`src/rtl/ifetch_fill_rx_pkg.sv`:
```
// Frontend common definitions shared by the fetch-bus fill receiver and its lane decoder.
// Holds fetch-bus geometry, the fill FSM state type and the SECDED bit-placement helpers.
package ifetch_fill_rx_pkg;

  localparam int FB_LANE_W      = 39;
  localparam int FB_DATA_W      = 32;
  localparam int FB_LANES       = 8;
  localparam int FB_BEATS       = 4;
  localparam int FB_LINE_BITS   = 1024;
  localparam int FB_BEAT_DATA_W = FB_LANES * FB_DATA_W;
  localparam int FB_BUS_W       = FB_LANES * FB_LANE_W;

  typedef enum logic [2:0] {
    ST_IDLE,
    ST_REQ,
    ST_WAIT,
    ST_RECV,
    ST_DONE
  } fill_state_e;

  function automatic logic is_pow2(input int p);
    return (p & (p - 1)) == 0;
  endfunction

  // Hamming position (1..38) of data bit b: data fills the non-power-of-two slots in order.
  function automatic int data_pos(input int b);
    int cnt;
    cnt = 0;
    for (int p = 1; p <= 38; p++) begin
      if (!is_pow2(p)) begin
        if (cnt == b) return p;
        cnt++;
      end
    end
    return 0;
  endfunction

endpackage

```
`src/rtl/ifetch_fill_rx_haming_fix32.sv`:
```
// Single-lane SECDED decoder: 38-bit Hamming codeword plus overall parity in bit 38.
// Codeword bit p-1 holds Hamming position p; parity bits sit at the power-of-two positions.
module hamingFix32
  import ifetch_fill_rx_pkg::*;
(
  input  logic [FB_LANE_W-1:0] lane,
  output logic [FB_DATA_W-1:0] data,
  output logic                 corr,
  output logic                 uncorr
);

  logic [5:0] syn;
  logic       par;
  logic       do_flip;

  always_comb begin
    syn = '0;
    for (int p = 1; p <= 38; p++) begin
      if (lane[p-1]) syn = syn ^ 6'(p);
    end
  end

  assign par = ^lane;

  // A syndrome beyond the last codeword position cannot be a single error.
  assign do_flip = (syn != 6'd0) && par && (syn <= 6'd38);

  always_comb begin
    corr   = 1'b0;
    uncorr = 1'b0;
    if (syn != 6'd0) begin
      if (do_flip) corr = 1'b1;
      else         uncorr = 1'b1;
    end else if (par) begin
      corr = 1'b1;
    end
  end

  genvar gi;
  generate
    for (gi = 0; gi < FB_DATA_W; gi++) begin : g_bit
      localparam int DP = data_pos(gi);
      assign data[gi] = lane[DP-1] ^ (do_flip && (syn == 6'(DP)));
    end
  endgenerate

endmodule

```
`src/rtl/ifetch_fill_rx.sv`:
```
// Instruction-fetch fill receiver: takes one line miss, issues a tagged bus request and
// assembles four ECC-corrected beats into a 1024-bit line for the cache fill port.
module ifetch_fill_rx
  import ifetch_fill_rx_pkg::*;
#(
  parameter int ADDR_W  = 37,
  parameter int BEATS   = 4,
  parameter int TIMEOUT = 64
)
(
  input  logic                    clk,
  input  logic                    rst,
  input  logic                    miss_en,
  input  logic [ADDR_W-1:0]       miss_addr,
  output logic                    miss_ready,
  output logic                    req_en,
  output logic [ADDR_W-1:0]       req_addr,
  output logic [7:0]              req_slot,
  input  logic                    bus_en,
  input  logic [7:0]              bus_slot,
  input  logic [FB_BUS_W-1:0]     bus_data,
  output logic                    fill_en,
  output logic [ADDR_W-1:0]       fill_addr,
  output logic [FB_LINE_BITS-1:0] fill_data,
  output logic                    fill_corr,
  output logic                    fill_uncorr,
  output logic                    fill_tmo
);

  localparam int               TMO_W     = $clog2(TIMEOUT + 1);
  localparam logic [TMO_W-1:0] TMO_LAST  = TMO_W'(TIMEOUT - 1);
  localparam logic [1:0]       LAST_BEAT = 2'(BEATS - 1);
  localparam int               BUF_W     = FB_LINE_BITS - FB_BEAT_DATA_W;

  fill_state_e               state_reg;
  logic [7:0]                slot_cnt_reg;
  logic [TMO_W-1:0]          tmo_cnt_reg;
  logic [1:0]                beat_cnt_reg;
  logic [BUF_W-1:0]          line_reg;
  logic                      corr_acc_reg;
  logic                      uncorr_acc_reg;

  logic [FB_BEAT_DATA_W-1:0] beat_data;
  logic [FB_LANES-1:0]       lane_corr;
  logic [FB_LANES-1:0]       lane_uncorr;
  logic                      beat_corr;
  logic                      beat_uncorr;
  logic                      tag_hit;

  genvar gi;
  generate
    for (gi = 0; gi < FB_LANES; gi++) begin : g_lane
      hamingFix32 u_fix (
        .lane   (bus_data[gi*FB_LANE_W +: FB_LANE_W]),
        .data   (beat_data[gi*FB_DATA_W +: FB_DATA_W]),
        .corr   (lane_corr[gi]),
        .uncorr (lane_uncorr[gi])
      );
    end
  endgenerate

  assign beat_corr   = |lane_corr;
  assign beat_uncorr = |lane_uncorr;
  assign tag_hit     = bus_en && (bus_slot == req_slot);

  // Gated by rst so the block reports busy for the whole reset pulse.
  assign miss_ready = (state_reg == ST_IDLE) && !rst;

  always_ff @(posedge clk) begin
    if (rst) begin
      state_reg      <= ST_IDLE;
      slot_cnt_reg   <= '0;
      tmo_cnt_reg    <= '0;
      beat_cnt_reg   <= '0;
      line_reg       <= '0;
      corr_acc_reg   <= 1'b0;
      uncorr_acc_reg <= 1'b0;
      req_en         <= 1'b0;
      req_addr       <= '0;
      req_slot       <= '0;
      fill_en        <= 1'b0;
      fill_addr      <= '0;
      fill_data      <= '0;
      fill_corr      <= 1'b0;
      fill_uncorr    <= 1'b0;
      fill_tmo       <= 1'b0;
    end else begin
      req_en  <= 1'b0;
      fill_en <= 1'b0;
      unique case (state_reg)
        ST_IDLE: begin
          if (miss_en) begin
            req_addr  <= miss_addr;
            req_slot  <= slot_cnt_reg;
            req_en    <= 1'b1;
            state_reg <= ST_REQ;
          end
        end
        ST_REQ: begin
          slot_cnt_reg <= slot_cnt_reg + 8'd1;
          tmo_cnt_reg  <= '0;
          state_reg    <= ST_WAIT;
        end
        ST_WAIT: begin
          if (tag_hit) begin
            line_reg[FB_BEAT_DATA_W-1:0] <= beat_data;
            corr_acc_reg   <= beat_corr;
            uncorr_acc_reg <= beat_uncorr;
            beat_cnt_reg   <= 2'd1;
            state_reg      <= ST_RECV;
          end else if (tmo_cnt_reg == TMO_LAST) begin
            fill_en     <= 1'b1;
            fill_addr   <= req_addr;
            fill_corr   <= 1'b0;
            fill_uncorr <= 1'b0;
            fill_tmo    <= 1'b1;
            state_reg   <= ST_DONE;
          end else begin
            tmo_cnt_reg <= tmo_cnt_reg + 1'b1;
          end
        end
        ST_RECV: begin
          // The responder streams beats back to back, so bus_en is not consulted here.
          if (beat_cnt_reg == LAST_BEAT) begin
            fill_en     <= 1'b1;
            fill_addr   <= req_addr;
            fill_data   <= {beat_data, line_reg};
            fill_corr   <= corr_acc_reg | beat_corr;
            fill_uncorr <= uncorr_acc_reg | beat_uncorr;
            fill_tmo    <= 1'b0;
            state_reg   <= ST_DONE;
          end else begin
            line_reg[beat_cnt_reg*FB_BEAT_DATA_W +: FB_BEAT_DATA_W] <= beat_data;
            corr_acc_reg   <= corr_acc_reg | beat_corr;
            uncorr_acc_reg <= uncorr_acc_reg | beat_uncorr;
            beat_cnt_reg   <= beat_cnt_reg + 2'd1;
          end
        end
        ST_DONE: begin
          state_reg <= ST_IDLE;
        end
        default: begin
          state_reg <= ST_IDLE;
        end
      endcase
    end
  end

endmodule

```
`config.mk`:
```
export PLATFORM = sky130hd
export DESIGN_NAME = ifetch_fill_rx
export DESIGN_NICKNAME = d
export VERILOG_FILES = /design/src/rtl/ifetch_fill_rx_pkg.sv /design/src/rtl/ifetch_fill_rx_haming_fix32.sv /design/src/rtl/ifetch_fill_rx.sv
export SDC_FILE = /design/constraint.sdc
export NUM_CORES = 2
export LEC_CHECK = 0
export CAP_MARGIN = 20
export CORE_AREA = 2 2 569 571
export DETAILED_ROUTE_END_ITERATION = 10
export DIE_AREA = 0 0 571 573
export HOLD_SLACK_MARGIN = 0.06
export REMOVE_ABC_BUFFERS = 1
export SYNTH_ARGS = -nofsm -noshare
export SYNTH_HDL_FRONTEND = slang
export SYNTH_SLANG_ARGS = --single-unit
```
`constraint.sdc`:
```
create_clock -name clk -period 3.7 [get_ports clk]
set_input_delay 0.555 -clock clk [delete_from_list [all_inputs] [get_ports clk]]
set_output_delay 0.555 -clock clk [all_outputs]
set_load 0.01 [all_outputs]
```
## Word-level counts from Yosys, hierarchy flattened

Cells that the tools add are included.

- Shift-type cells: 2
- Bitwise operators: 556
- Order comparisons: 8
- Equal/unequal tests: 270
- $add $sub $neg: 4
- Mux-type cells: 384
- Reduce and logical (&&, ||, !) cells: 304

Operators with widths:

| kind | count |
|---|---|
| bitwise mux 768 bit | 1 |
| variable shift 256 x 34 -> 768 bit (first input constant) | 1 |
| variable part select 256 x 34 -> 768 bit | 1 |
| equality test 6 x 5 -> 1 bit (second input constant) | 120 |
| two-way mux 5 bit | 128 |
| two-way mux 256 bit | 2 |
| case mux 256 bit (2 select lines) | 1 |
| equality test 6 x 4 -> 1 bit (second input constant) | 56 |
| two-way mux 6 bit | 56 |
| inverter 3 bit | 104 |
| parity 39 bit | 8 |
| equality test 6 bit (second input constant) | 48 |
| logical AND 1 bit | 274 |
| two-way mux 4 bit | 64 |
| bitwise XOR 1 bit | 256 |
| inverter 2 bit | 104 |
| inverter 4 bit | 40 |
| equality test 6 x 3 -> 1 bit (second input constant) | 24 |
| two-way mux 37 bit | 3 |
| two-way mux 3 bit | 36 |
| case mux 37 bit (2 select lines) | 1 |
| two-way mux 1 bit | 63 |
| equality test 6 x 2 -> 1 bit (second input constant) | 8 |
| <= comparator 6 bit (second input constant) | 8 |
| other kinds (30) | 121 |

- Register bits: 1901
- Input port bits: 361
- Output and inout bits: 1112
- Word-level logic and storage cells: 1545

## Logic depth before layout (Yosys ltp)

- Word-level depth: 79
- Mapped depth: 13
- Mapped depth without buffers: 10

## By module

Synthesis repeated with hierarchy kept, for this count alone.

- Cells, all modules: 9594
- Area total of the unflattened synthesis: 80030.5 µm²

Modules (own cells, without submodules):

| module | cells each | area an instance (µm²) | sequential area each (µm²) | instances |
|---|---|---|---|---|
| ifetch_fill_rx | 8354 | 67408.4 | 38056.5 | 1 |
| hamingFix32 | 155 | 1577.8 | 0.0 | 8 |

## Worst setup path before layout

OpenSTA, ideal clock, no wires.

- Kind: input -> register
- Start: in bus_data[262]
- End: reg corr_acc_reg
- Setup slack: 0.244 ns
- Stages: 10
- Arrival: 3.323 ns
- Required time: 3.568 ns
- Library setup time: 0.132 ns
- Cells stage by stage: xor3_1 > xnor3_1 > xnor3_2 > nor2_2 > or4b_1 > o211ai_1 > nand3_1 > or3_1 > o31ai_1 > a21oi_1

- Longest elaborated chain between the ends: 24

Ends and longest elaborated chain:

| what | line | text |
|---|---|---|
| from (decl) | ifetch_fill_rx.sv:21 | `input logic [FB_BUS_W-1:0] bus_data,` |
| parallel branches: the longest is 19 deep, another holds two-way mux 6 bit | - |  |
| two-way mux 1 bit (*) | ifetch_fill_rx_haming_fix32.sv:31 | `if (syn != 6'd0) begin` |
| OR reduction 8 bit (*) | ifetch_fill_rx.sv:62 | `assign beat_corr = \|lane_corr;` |
| OR 1 bit | ifetch_fill_rx.sv:134 | `corr_acc_reg <= corr_acc_reg \| beat_corr;` |
| two-way mux 1 bit | ifetch_fill_rx.sv:124 | `if (beat_cnt_reg == LAST_BEAT) begin` |
| case mux 1 bit (2 select lines) (*) | ifetch_fill_rx.sv:90 | `unique case (state_reg)` |
| to (signal assigned) | ifetch_fill_rx.sv:107 | `corr_acc_reg <= beat_corr;` |
| to (signal assigned) | ifetch_fill_rx.sv:134 |  |
| to (decl) | ifetch_fill_rx.sv:40 | `logic corr_acc_reg;` |

Mark *: on every way between the ends. The select of a mux whose other input is x is not followed.
A chain may end at the register's enable or synchronous reset.

## Worst setup path after layout

- Start: in bus_data[262]
- End: reg fill_corr

- Longest elaborated chain between the ends: 24

Ends and longest elaborated chain:

| what | line | text |
|---|---|---|
| parallel branches: the longest is 19 deep, another holds two-way mux 6 bit | - |  |
| two-way mux 1 bit (*) | ifetch_fill_rx_haming_fix32.sv:31 |  |
| OR reduction 8 bit (*) | ifetch_fill_rx.sv:62 |  |
| OR 1 bit (*) | ifetch_fill_rx.sv:128 | `fill_corr <= corr_acc_reg \| beat_corr;` |
| two-way mux 1 bit (*) | ifetch_fill_rx.sv:124 |  |
| case mux 1 bit (2 select lines) (*) | ifetch_fill_rx.sv:90 |  |
| to (signal assigned) | ifetch_fill_rx.sv:128 |  |
| to (decl) | ifetch_fill_rx.sv:25 | `output logic fill_corr,` |

Marks and branches as above.

==> run_results.csv <==
group,metric,value,unit
clock_tree,htreeDepth,4,
global_route,grt_max_degree,179,
place,gp_congestion,0.9146,
clock_tree,tritoncts,"built",
global_route,grt_pass1_vias,64200,
timing,setup-tns-final,0,ns
floorplanning,core,320400,sq um
critical_path,cp.arrival,4.32,ns
flow_run,drv_cap,0,
clock_tree,clk_latency,0.89,ns
critical_path,rr_worst_depth,9,
clock_tree,clockBufferDepth,4,
drt,vias,67440,
hold_path,hold_depth,2,
synthesis,yosys_most_used_dff,"dfxtp_1",
critical_path,crit_type,"in2reg",
timing,skew,0.04727,ns
synthesis,async_flop_share,0,%
synthesis,synth_top_area_share,52.36,%
synthesis,syn_area,72680,sq um
finish,drive_gt1_share,13.40,%
critical_path,worstSetupEndpointType,"flop",
power,powerDensity,543.2,nW/um^2
drt,remaining_drc_errors,0,
timing,fin_crit,3.593,ns
synthesis,syn-instance-count,8481,
critical_path,start_kind,"primary input",
global_route,antenna_found_initial,58,
global_route,grt_pass1_wl,501.6,mm
drt,drtAntennaViolNets,0,
timing,period_share,97.12,%
timing,slew_headroom,21.85,%
floorplanning,dieArea,327200,sq um
finish,nFillCells,33520,
timing,maxSlewViolCount,0,
timing,setup_viol,0,
clock_tree,cts_made_buffers,215,
drt,viasPerCell,4.460,
global_route,grtUsageTotal,21.37,%
hold_path,holdCritStartpoint,"rst",
clock_tree,cts_hold_buf,0,
floorplanning,die_y,573,um
clock_tree,cts_root_buf,"clkbuf_16",
critical_path,r2r_setup_slack,0.53,ns
critical_path,reg2reg_to,"line_reg[717]",
hold_path,hold_class,"in2reg",
drt,wl,365.5,mm
drt,wl_per_cell,24.17,um
power,p_leak,0.03793,uW
place,place_hpwl,278.9,mm
clock_tree,cts.clk_slew.worst_paths,0.06,ns
synthesis,yosysMostFrequentCell,"nand2_1",
status,outcome,"finished clean",
critical_path,cp.required,4.43,ns
synthesis,synthTopCellsByArea,"dfxtp_1 (52%), nand2_1 (13%), a21oi_1 (5.9%)",
critical_path,reg2reg_from,"state_reg[1]",
timing,rsz0062_at_grt,"false",
drt,dr.pass1.iters,5,
power,vdd_drop_max,0.0003673,V
timing,fmaxAchievable,278.3,MHz
finish,final_nets,10980,
synthesis,yosys.cell_types.count,68,
floorplanning,die_w,571,um
clock_tree,clock_sinks,1901,
floorplanning,rows,208,
place,portBuffers,1472,
finish,syn_to_final_growth,47.41,%
synthesis,synth_area_leader_cell,"dfxtp_1",
hold_path,holdPathEnd,"req_addr[9]",
synthesis,synth_edf_count,0,
timing,whs,0.1218,ns
drt,drt-initial-drc-count,5327,
synthesis,ys_seq_area_share,52.36,%
global_route,grt_overflow,0,
synthesis,ys_ff_latch,1901,
floorplanning,start_util,22.69,%
synthesis,synth_common_cells,"nand2_1 (2526), dfxtp_1 (1901), a21oi_1 (859)",
synthesis,synth_warnings,0,
timing,worstMarginPinSlew,1.172,ns
finish,largest_reg_flops,1024,
finish,fin_util,33.44,%
timing,hold_viol_final,0,
synthesis,syn_avg_cell_area,8.570,sq um
critical_path,cp_max_fo,3,
floorplanning,io_pins,1473,
worst max-delay path by stage:
stage / startpoint / end / cells past startpoint
after global routing: bus_data[185] / fill_data[903] / 15
after detailed placement: bus_data[262] / fill_data[987] / 13
after global placement: bus_data[262] / fill_data[986] / 13
final: bus_data[262] / fill_corr / 13
after floorplan: state_reg[1] / fill_en / 4
after CTS: bus_data[108] / line_reg[581] / 14
power breakdown:
group	internal (uW)	switching, uW	total [uW]
clock network	12900	9300	22200
logic	7100	8230	15300
registers	20600	77.5	20700
total	40600	17600	58200
final cells by class:
class                           instances  area (sq um)  area share [%]
Inverter                               22         82.58         0.07708
Tap cell                             4305          5386           5.027
Clock buffer                          301          6195           5.782
Clock inverter                         86          1092           1.020
Sequential cell                      1901         38060           35.52
Antenna cell                           30         75.07         0.07007
Timing Repair Buffer                 2481         23510           21.94
Multi-Input combinational cell       5995         32750           30.56
per-stage QoR:
stage          power (uW)  instance area [sq um]  setup slack (ns)  instances
2_1_floorplan       27110                  70560            -28.12       7918
3_5_place_dp        36450                  99730           -0.9563      14700
3_3_place_gp        36530                  99720           -0.9852      14700
5_1_grt             60430                 107100           0.01763      15120
6_report            58190                 107100            0.1066      15120
4_1_cts             58800                 107000           0.03434      15090
placed cells by master, fill, tap and decap left out, types with 24 or more instances in the layout:
cell / instances
nand2_1: 2522
dfxtp_1: 1901
clkdlybuf4s50_1: 1471
buf_4: 913
a21oi_1: 856
o21ai_0: 639
nor2_1: 525
xnor2_1: 394
a211oi_1: 223
clkbuf_16: 216
xor2_1: 206
xnor3_1: 119
a22oi_1: 101
buf_12: 95
nor3_1: 70
nand3_1: 50
clkbuf_8: 47
clkbuf_1: 38
clkinv_2: 35
diode_2: 30
o21ai_1: 27
nand2b_1: 24
critical path: stages:
cell and delay, ns:
clkdlybuf4s50_1 0.53, xor3_1 0.48, xnor3_2 0.44, xnor3_2 0.44, nor2_2 0.06, buf_4 0.14, nor4b_2 0.17, buf_12 0.17
a22oi_1 0.57, nand2_1 0.14, a211o_1 0.27, o31ai_1 0.25, a21oi_1 0.09
cells by family (layout without fill, tap and decap cells):
kind of cell | Yosys count | after routing | share of synthesized area [%]
DFF | 1901 | 1901 | 52.36
other | 0 | 30 | 0
xor gates and xnor gates | 767 | 767 | 12.07
muxes | 3 | 3 | 0.04132
and+or+nand+nor | 3333 | 3333 | 18.09
buffers and inverters | 585 | 2890 | 3.028
adders and majority gates | 6 | 6 | 0.1033
AOI/OAI and AO/OA | 1886 | 1886 | 14.30
routing by layer:
metal	GRT usage, %	share of wire [%]	up-vias
met5	0	0.021	-
met4	7.987	3.6	12
met3	7.010	9.1	452
met2	34.80	46	2333
met1	25.99	41	32420
li1	-	-	32220
timing repair:
| item | 4_1_cts | 5_1_grt |
|---|---|---|
| cloned | 0 | 0 |
| endpoints found under the setup margin | 5 | 23 |
| gates resized for setup | 1 | 8 |
| buffers inserted | 0 | 0 |
| hold endpoints to repair | 0 | 0 |
| pin swaps | 0 | 0 |
Note: power is estimated with default switching activity, not from simulation.
